==> src/rtl/usb_tx_pktgen.sv <==
// usb_tx_pktgen: device-side USB packet formatter.
// Streams SYNC, PID, optional payload and CRC16 bytewise to the line driver,
// then waits for the line driver to finish EOP before reporting completion.

module usb_tx_pktgen (
  input  logic       clk,
  input  logic       rst_n,
  input  logic       txpkt_start,
  output logic       txpkt_done,
  input  logic [3:0] txpkt_pid,
  input  logic [9:0] txpkt_len,
  input  logic [7:0] txpkt_data,
  output logic       txpkt_data_ack,
  output logic [7:0] ll_data,
  output logic       ll_valid,
  output logic       ll_last,
  input  logic       ll_ready,
  input  logic       ll_done
);

  typedef enum logic [2:0] {
    IDLE,
    SYNC,
    PID,
    DATA,
    CRC_LO,
    CRC_HI,
    WAIT_EOP
  } state_t;

  state_t      state;
  state_t      state_nxt;
  logic [3:0]  pid_r;
  logic [9:0]  cnt;
  logic [15:0] crc;
  logic        is_data_pid;

  // Data PIDs (DATA0/DATA1/DATA2/MDATA) all end in binary 11.
  assign is_data_pid = (pid_r[1:0] == 2'b11);

  // One byte of the USB CRC16: LSB-first, reflected polynomial 0xA001.
  function automatic logic [15:0] crc16_fold(input logic [15:0] c_in,
                                             input logic [7:0]  d_in);
    logic [15:0] c;
    c = c_in;
    for (int i = 0; i < 8; i++) begin
      if (c[0] ^ d_in[i]) begin
        c = (c >> 1) ^ 16'hA001;
      end else begin
        c = c >> 1;
      end
    end
    return c;
  endfunction

  // State register.
  always_ff @(posedge clk or negedge rst_n) begin
    if (!rst_n) begin
      state <= IDLE;
    end else begin
      state <= state_nxt;
    end
  end

  // Next-state and line-side outputs; outputs only depend on state and
  // latched packet info, never on ll_ready, except the payload ack.
  always_comb begin
    state_nxt      = state;
    ll_valid       = 1'b0;
    ll_data        = 8'h00;
    ll_last        = 1'b0;
    txpkt_data_ack = 1'b0;
    case (state)
      IDLE: begin
        if (txpkt_start) begin
          state_nxt = SYNC;
        end
      end
      SYNC: begin
        ll_valid = 1'b1;
        ll_data  = 8'h80;
        if (ll_ready) begin
          state_nxt = PID;
        end
      end
      PID: begin
        ll_valid = 1'b1;
        ll_data  = {~pid_r, pid_r};
        ll_last  = ~is_data_pid;
        if (ll_ready) begin
          if (!is_data_pid) begin
            state_nxt = WAIT_EOP;
          end else if (cnt != 10'd0) begin
            state_nxt = DATA;
          end else begin
            state_nxt = CRC_LO;
          end
        end
      end
      DATA: begin
        ll_valid       = 1'b1;
        ll_data        = txpkt_data;
        txpkt_data_ack = ll_ready;
        if (ll_ready && (cnt == 10'd1)) begin
          state_nxt = CRC_LO;
        end
      end
      CRC_LO: begin
        ll_valid = 1'b1;
        ll_data  = ~crc[7:0];
        if (ll_ready) begin
          state_nxt = CRC_HI;
        end
      end
      CRC_HI: begin
        ll_valid = 1'b1;
        ll_data  = ~crc[15:8];
        ll_last  = 1'b1;
        if (ll_ready) begin
          state_nxt = WAIT_EOP;
        end
      end
      WAIT_EOP: begin
        if (ll_done) begin
          state_nxt = IDLE;
        end
      end
      default: begin
        state_nxt = IDLE;
      end
    endcase
  end

  // Packet context: latch PID/length on start, fold each accepted payload
  // byte into the CRC and count it down; register the completion pulse.
  always_ff @(posedge clk or negedge rst_n) begin
    if (!rst_n) begin
      pid_r      <= 4'h0;
      cnt        <= 10'd0;
      crc        <= 16'hFFFF;
      txpkt_done <= 1'b0;
    end else begin
      txpkt_done <= (state == WAIT_EOP) && ll_done;
      if ((state == IDLE) && txpkt_start) begin
        pid_r <= txpkt_pid;
        cnt   <= txpkt_len;
        crc   <= 16'hFFFF;
      end else if ((state == DATA) && ll_ready) begin
        crc <= crc16_fold(crc, txpkt_data);
        cnt <= cnt - 10'd1;
      end
    end
  end

endmodule

==> config.mk <==
export PLATFORM = sky130hd
export DESIGN_NAME = usb_tx_pktgen
export DESIGN_NICKNAME = d
export VERILOG_FILES = /design/src/rtl/usb_tx_pktgen.sv
export SDC_FILE = /design/constraint.sdc
export NUM_CORES = 1
export LEC_CHECK = 0
export CORE_UTILIZATION = 47
export CTS_CLUSTER_DIAMETER = 50
export DETAILED_ROUTE_END_ITERATION = 16
export HOLD_SLACK_MARGIN = 0.12
export PLACE_DENSITY = 0.76
export SLEW_MARGIN = 20
export SYNTH_ARGS = -nofsm -noshare
export SYNTH_HDL_FRONTEND = slang
export SYNTH_SLANG_ARGS = --single-unit
export TNS_END_PERCENT = 30
==> constraint.sdc <==
create_clock -name clk -period 1.7 [get_ports clk]
set_input_delay 0.34 -clock clk [delete_from_list [all_inputs] [get_ports clk]]
set_output_delay 0.34 -clock clk [all_outputs]
set_load 0.005 [all_outputs]
After elaboration in Yosys (flattened, before gate mapping)
Index checks and enable logic that the tools add are counted.
W data, S select, Z words.
{ "op_classes": {"n_bitwise": 20, "n_addsub": 1, "muxes": 40, "n_eq_ne": 15, "reduce_logical": 9} }
{ "ops": {"columns": ["cell", "n"], "rows": [
  ["$mux W16", 24],
  ["$pmux W8 S5", 1],
  ["$mux W3", 9],
  ["$not A2 Y3", 8],
  ["$pmux W3 S7", 1],
  ["$mux W10", 2],
  ["$not A8 Y8", 2],
  ["$ne A2 B2 Y1 const B", 7],
  ["$eq A10 B1 Y1 const B", 1],
  ["$reduce_bool A10 Y1", 1],
  ["$sub A10 B1 Y10 const B", 1],
  ["$eq A3 B3 Y1 const B", 3],
  ["$xor A1 B1 Y1", 8],
  ["$reduce_and A7 Y1", 1],
  ["$eq A3 B2 Y1 const B", 2],
  ["$reduce_or A5 Y1", 1],
  ["$logic_and A1 B1 Y1", 4],
  ["$not A4 Y4", 1],
  ["$eq A3 B1 Y1 const B", 1],
  ["$logic_not A3 Y1", 1],
  ["$eq A2 B2 Y1 const B", 1],
  ["$mux W1", 2],
  ["$pmux W1 S2", 1],
  ["$reduce_bool A2 Y1", 1],
  ["$not A1 Y1", 1]
]} }
{ "word_totals": {"inputBits": 27, "register_bits": 34, "word_cells": 90, "output_inout_bits": 12} }

Logic depth before layout (Yosys ltp)
Gate-level depths: netlist of run 1.
{ "logic_depth": {"ltp_word": 32, "depth_mapped": 7, "depth_no_buf": 6} }

Worst setup path before layout of run 1
OpenSTA, ideal clock, no wires.
{ "synth_path": {"path_type": "register -> register", "from": "reg crc[1]", "to": "reg crc[0]", "required_ps": 1620, "t_arrival_ps": 1701, "stages_incl_launch_ff": 6, "path_buffers": 0, "setup_time_ps": 80, "period_less_slack_ps": 1780, "path_slack_ps": -80, "cell_sequence": "dfstp_2 xor2_2 xnor2_1 xnor3_2 xnor3_1 o22a_1"} }
{ "synth_via": {"elab_chain_len": 32} }
{ "synth_lines": {"columns": ["item", "line_no", "source"], "rows": [
  ["from (decl)", "35", "logic [15:0] crc;"],
  ["from (signal assigned)", "149", "crc <= crc16_fold(crc, txpkt_data);"],
  ["$not A2 Y3 (no line)", null, null],
  ["$mux W16 *", "47", "if (c[0] ^ d_in[i]) begin"],
  ["$mux W16 *", "148", "end else if ((state == DATA) && ll_ready) begin"],
  ["$mux W16 *", "144", "if ((state == IDLE) && txpkt_start) begin"],
  ["$xor A1 B1 Y1 *", "47", null],
  ["$mux W16 *", "47", null],
  ["$mux W16 *", "148", null],
  ["$mux W16 *", "144", null],
  ["[... 16 more ...]", null, null],
  ["$xor A1 B1 Y1 *", "47", null],
  ["$mux W16 *", "47", null],
  ["$mux W16 *", "148", null],
  ["$mux W16 *", "144", null],
  ["$xor A1 B1 Y1 *", "47", null],
  ["$mux W16 *", "47", null],
  ["$mux W16 *", "148", null],
  ["$mux W16 *", "144", null]
]} }
Every way passes the cells marked *; elsewhere a longest branch is shown, timed or not. The select of a mux whose other input is x is not followed.
A chain may end at the register's enable or synchronous reset.

Final worst setup path of run 1
{ "layout_path": {"from": "reg state[0]", "to": "out ll_data[6]"} }
{ "layout_via": {"elab_chain_len": 2, "elab_cells_between_ends": 6, "cone_classes": "5 x eq/ne; 1 x mux"} }
{ "layout_lines": {"columns": ["item", "line_no", "source"], "rows": [
  ["from (decl)", "31", "state_t state;"],
  ["from (signal assigned)", "61", "state <= state_nxt;"],
  ["$eq A3 B3 Y1 (tied with other cells)", "73", "case (state)"],
  ["$pmux W8 S5 *", "73", null],
  ["to (decl)", "14", "output logic [7:0] ll_data,"]
]} }
Every way passes the cells marked *; elsewhere a longest branch is shown, timed or not.

==> impl_metrics.yaml, run 1 <==
placement:
  dpl-instance-area_um2: 2970
  port_bufs: 38
  dpl.cell_count: 365
  rd_place_congestion: 0.881
  hpwl_um: 4220
critical_path:
  critical_path.cell_chain: "inv_1, nand2_1, o21ai_1, a2bb2oi_2, nor2_1, buf_2"
  worstSetupPathType: "reg2out"
  crit_slowest_cell: "dfrtp_2"
  critPathArrivalTime_ns: 1.71
  crit_family: "flip-flops"
  ff2ff_setup_slack_ns: -0.30
  endpoint_kind: "output pin"
  critPathRequiredTime_ns: 1.36
  worst-path-max-fanout: 5
  worst_path_largest_cell_delay_ns: 0.45
  critical_path_buf_inv_count: 2
  worst_setup_path_start_kind: "flip-flop"
finish:
  synthToLayoutAreaGrowth_pct: 70.1
  post_layout_nonfiller_instances: 398
  final_core_utilization_pct: 83.0
  diodes: 0
  nets: 376
  share_of_layout_cells_above_drive_strength_1_pct: 46.8
  fill_cells: 238
  finish.instance_area_um2: 3590
timing:
  final_critical_path_setup_slack_ns: -0.347
  period_share_pct: 120
  final.min_clock_period_ns: 2.05
  finalMaxSlewViolations: 0
  setup_total_negative_slack_ns: -5.45
  hold_viol: 0
  rsz0062_at_grt: "yes"
  fmaxAchievable_ghz: 0.488
  finalSetupViolCount: 39
  timing.slew.headroom_pct: 49.4
  finClkSkew_ns: 0.00872
  worst_hold_slack_ns: 0.420
  timing_worst_slew_pin_value_ns: 0.753
floorplanning:
  die_height_um: 69.0
  placement_rows: 24
  fp.coreArea_um2: 4320
  num_io_pins: 39
  die-area_um2: 4760
  starting_density_pct: 48.8
  chipWidth_um: 69.0
power_and_ir_drop:
  cellPowerDensity_nw_per_um2: 1980
  vdd_ir_drop_max_mv: 0.983
  leakage_nw: 1.56
cts:
  clk-insertion-delay-late_ns: 0.29
  cts-root-to-sink-buffers: 2
  root_buffer: "clkbuf_8"
  cts.clk_slew.worst_paths_ns: 0.08
  tritoncts_num_sinks: 34
  cts_buffers: 5
  clock_tree_from_tritoncts: "yes"
  cts_htree_levels: 2
min_path:
  path_class_of_the_lowest_slack_min_delay_path: "in2async"
synth:
  avgSynthCellArea_um2: 9.10
  postSynth.topFlopCell: "dfrtp_1"
  synth_area_um2: 2110
  synth_top_cells_by_count: "31 x nand2_1, 24 x nor2_1, 18 x a21oi_1, 18 x dfrtp_1"
  post_synth_main_area_contributors: "dfrtp_1 21%, dfstp_2 20%, xnor2_1 6.6%, nand2_1 5.5%, a21oi_1 4.3%"
  synth_async_sr_flop_share_pct: 100
  syn-num-nets: 263
  synth-seq-cells: 34
  yosys.cell_types.count: 47
  netlist.area_leader.share_pct: 21.3
  synth-seq-area-share_pct: 41.3
  post-synth-top-count-cell: "nand2_1"
  post-synth-top-area-cell: "dfrtp_1"
  synth_edf_count: 0
  postSynthCellCount: 232
  synthesis.yosys.warnings: 0
global_route:
  grt_remaining_overflow: 0
  initial_antenna_violation_count: 0
  grt_start_max_net_pins: 35
  grt.total_usage_pct: 32.1
  global_route_wire_length_before_repair_um: 12000
  grt_pass1_vias: 2413
detailed_routing:
  wl_um: 8500
  vias: 2478
  drt_iter0_markers: 257
  final_antenna_net_count: 0
  drc_errors: 0
  wl_per_cell_um: 21.4
  drt_first_pass_iters: 5
  via_per_instance_ratio: 6.23
status:
  violations_in_the_final_reports: "negative setup slack"
  run_status: "finished, violations left"
job:
  max_cap_viol_count: 0
[flip-flops by register name, summed over array words and instances (netlist names)]
register    flops
crc            16
cnt            10
pid_r           4
state           3
txpkt_done      1
[worst paths after layout]
| check | from | cells after the start | to |
|---|---|---|---|
| setup / recovery | state[0] | 6 | ll_data[6] |
| hold / removal | rst_n | 2 | txpkt_done |
| setup reg to reg | state[1] | 6 | state[0] |
| hold reg to reg | pid_r[3] | 2 | pid_r[3] |
| max in group asynchronous | rst_n | 2 | crc[4] |
| min in group clk | pid_r[3] | 2 | pid_r[3] |
[power by group]
group / internal [W] / switching (W) / leakage [nW]
clock network: 0.000588 / 0.000334 / 0.0683
registers: 0.00124 / 0.000363 / 0.388
logic: 0.00235 / 0.00224 / 1.10
total: 0.00418 / 0.00294 / 1.56
[metrics by stage]
stage	power (W)	setup WS, ns
after global routing	0.00739	-0.380
after detailed placement	0.00473	-0.458
after floorplan	0.00323	-0.0103
after global placement	0.00463	-0.407
after CTS	0.00633	-0.295
final	0.00712	-0.347
[kinds of logic (layout without fill, tap and decap cells)]
kind of cell             Yosys count  after routing  share of synthesized area (%)
AO/OA/AOI/OAI                     57             58                           17.9
XOR/XNOR                          25             25                           12.1
adder cells (fa/ha/maj)            4              4                           2.37
buffers and inverters             16            129                           3.38
flip-flops                        34             34                           41.3
multiplexers                       6              6                           2.85
AND/OR/NAND/NOR                   90             90                           20.2
[layer usage]
metal	global-route usage (%)	share of wire (%)	up-vias
li1	-	-	1055
met1	39.2	38	1195
met2	52.8	48	165
met3	8.19	7.8	63
met4	15.6	6.6	0
met5	0	0	-
[final cells by class]
type                       instances  area, um2  area share, %
clock buffer                       5       68.8           1.92
clock inverter                     3       68.8           1.92
inverter                           6       22.5          0.627
multi-input combinational        183       1460           40.7
sequential                        34        873           24.3
tap                               52       65.1           1.81
timing repair buffer             115       1030           28.7
[repair_timing]
| action | CTS | global route |
|---|---|---|
| gates cloned | 1 | 0 |
| endpoints found under the setup margin | 23 | 44 |
| hold buffers | 0 | 0 |
| resized for setup | 92 | 37 |
| pin swaps | 23 | 18 |
| setup buffers | 20 | 9 |
[cells in the final DEF, fill, tap and decap left out, types with 3 or more instances in the layout]
cell type	instances
a21oi_1	16
buf_12	4
buf_2	10
buf_4	55
buf_6	16
clkbuf_8	5
clkdlybuf4s50_1	25
dfrtp_1	16
dfstp_2	16
dlygate4sd2_1	3
ha_1	3
inv_1	4
mux2i_1	5
nand2_1	27
nand2_2	4
nand3_1	3
nor2_1	21
nor3_2	3
nor4_1	3
o211ai_1	3
o21ai_0	4
o21ai_1	6
o22a_1	8
xnor2_1	9
xnor2_2	7
xor2_1	6
Note: power is estimated with default switching activity, not from simulation.
==> inputs of run 2 (changes only) <==
SLEW_MARGIN = not set   (was 20)
==> results of run 2 <==
Same layout as run 1: the final DEF is identical, and so are final timing and power.
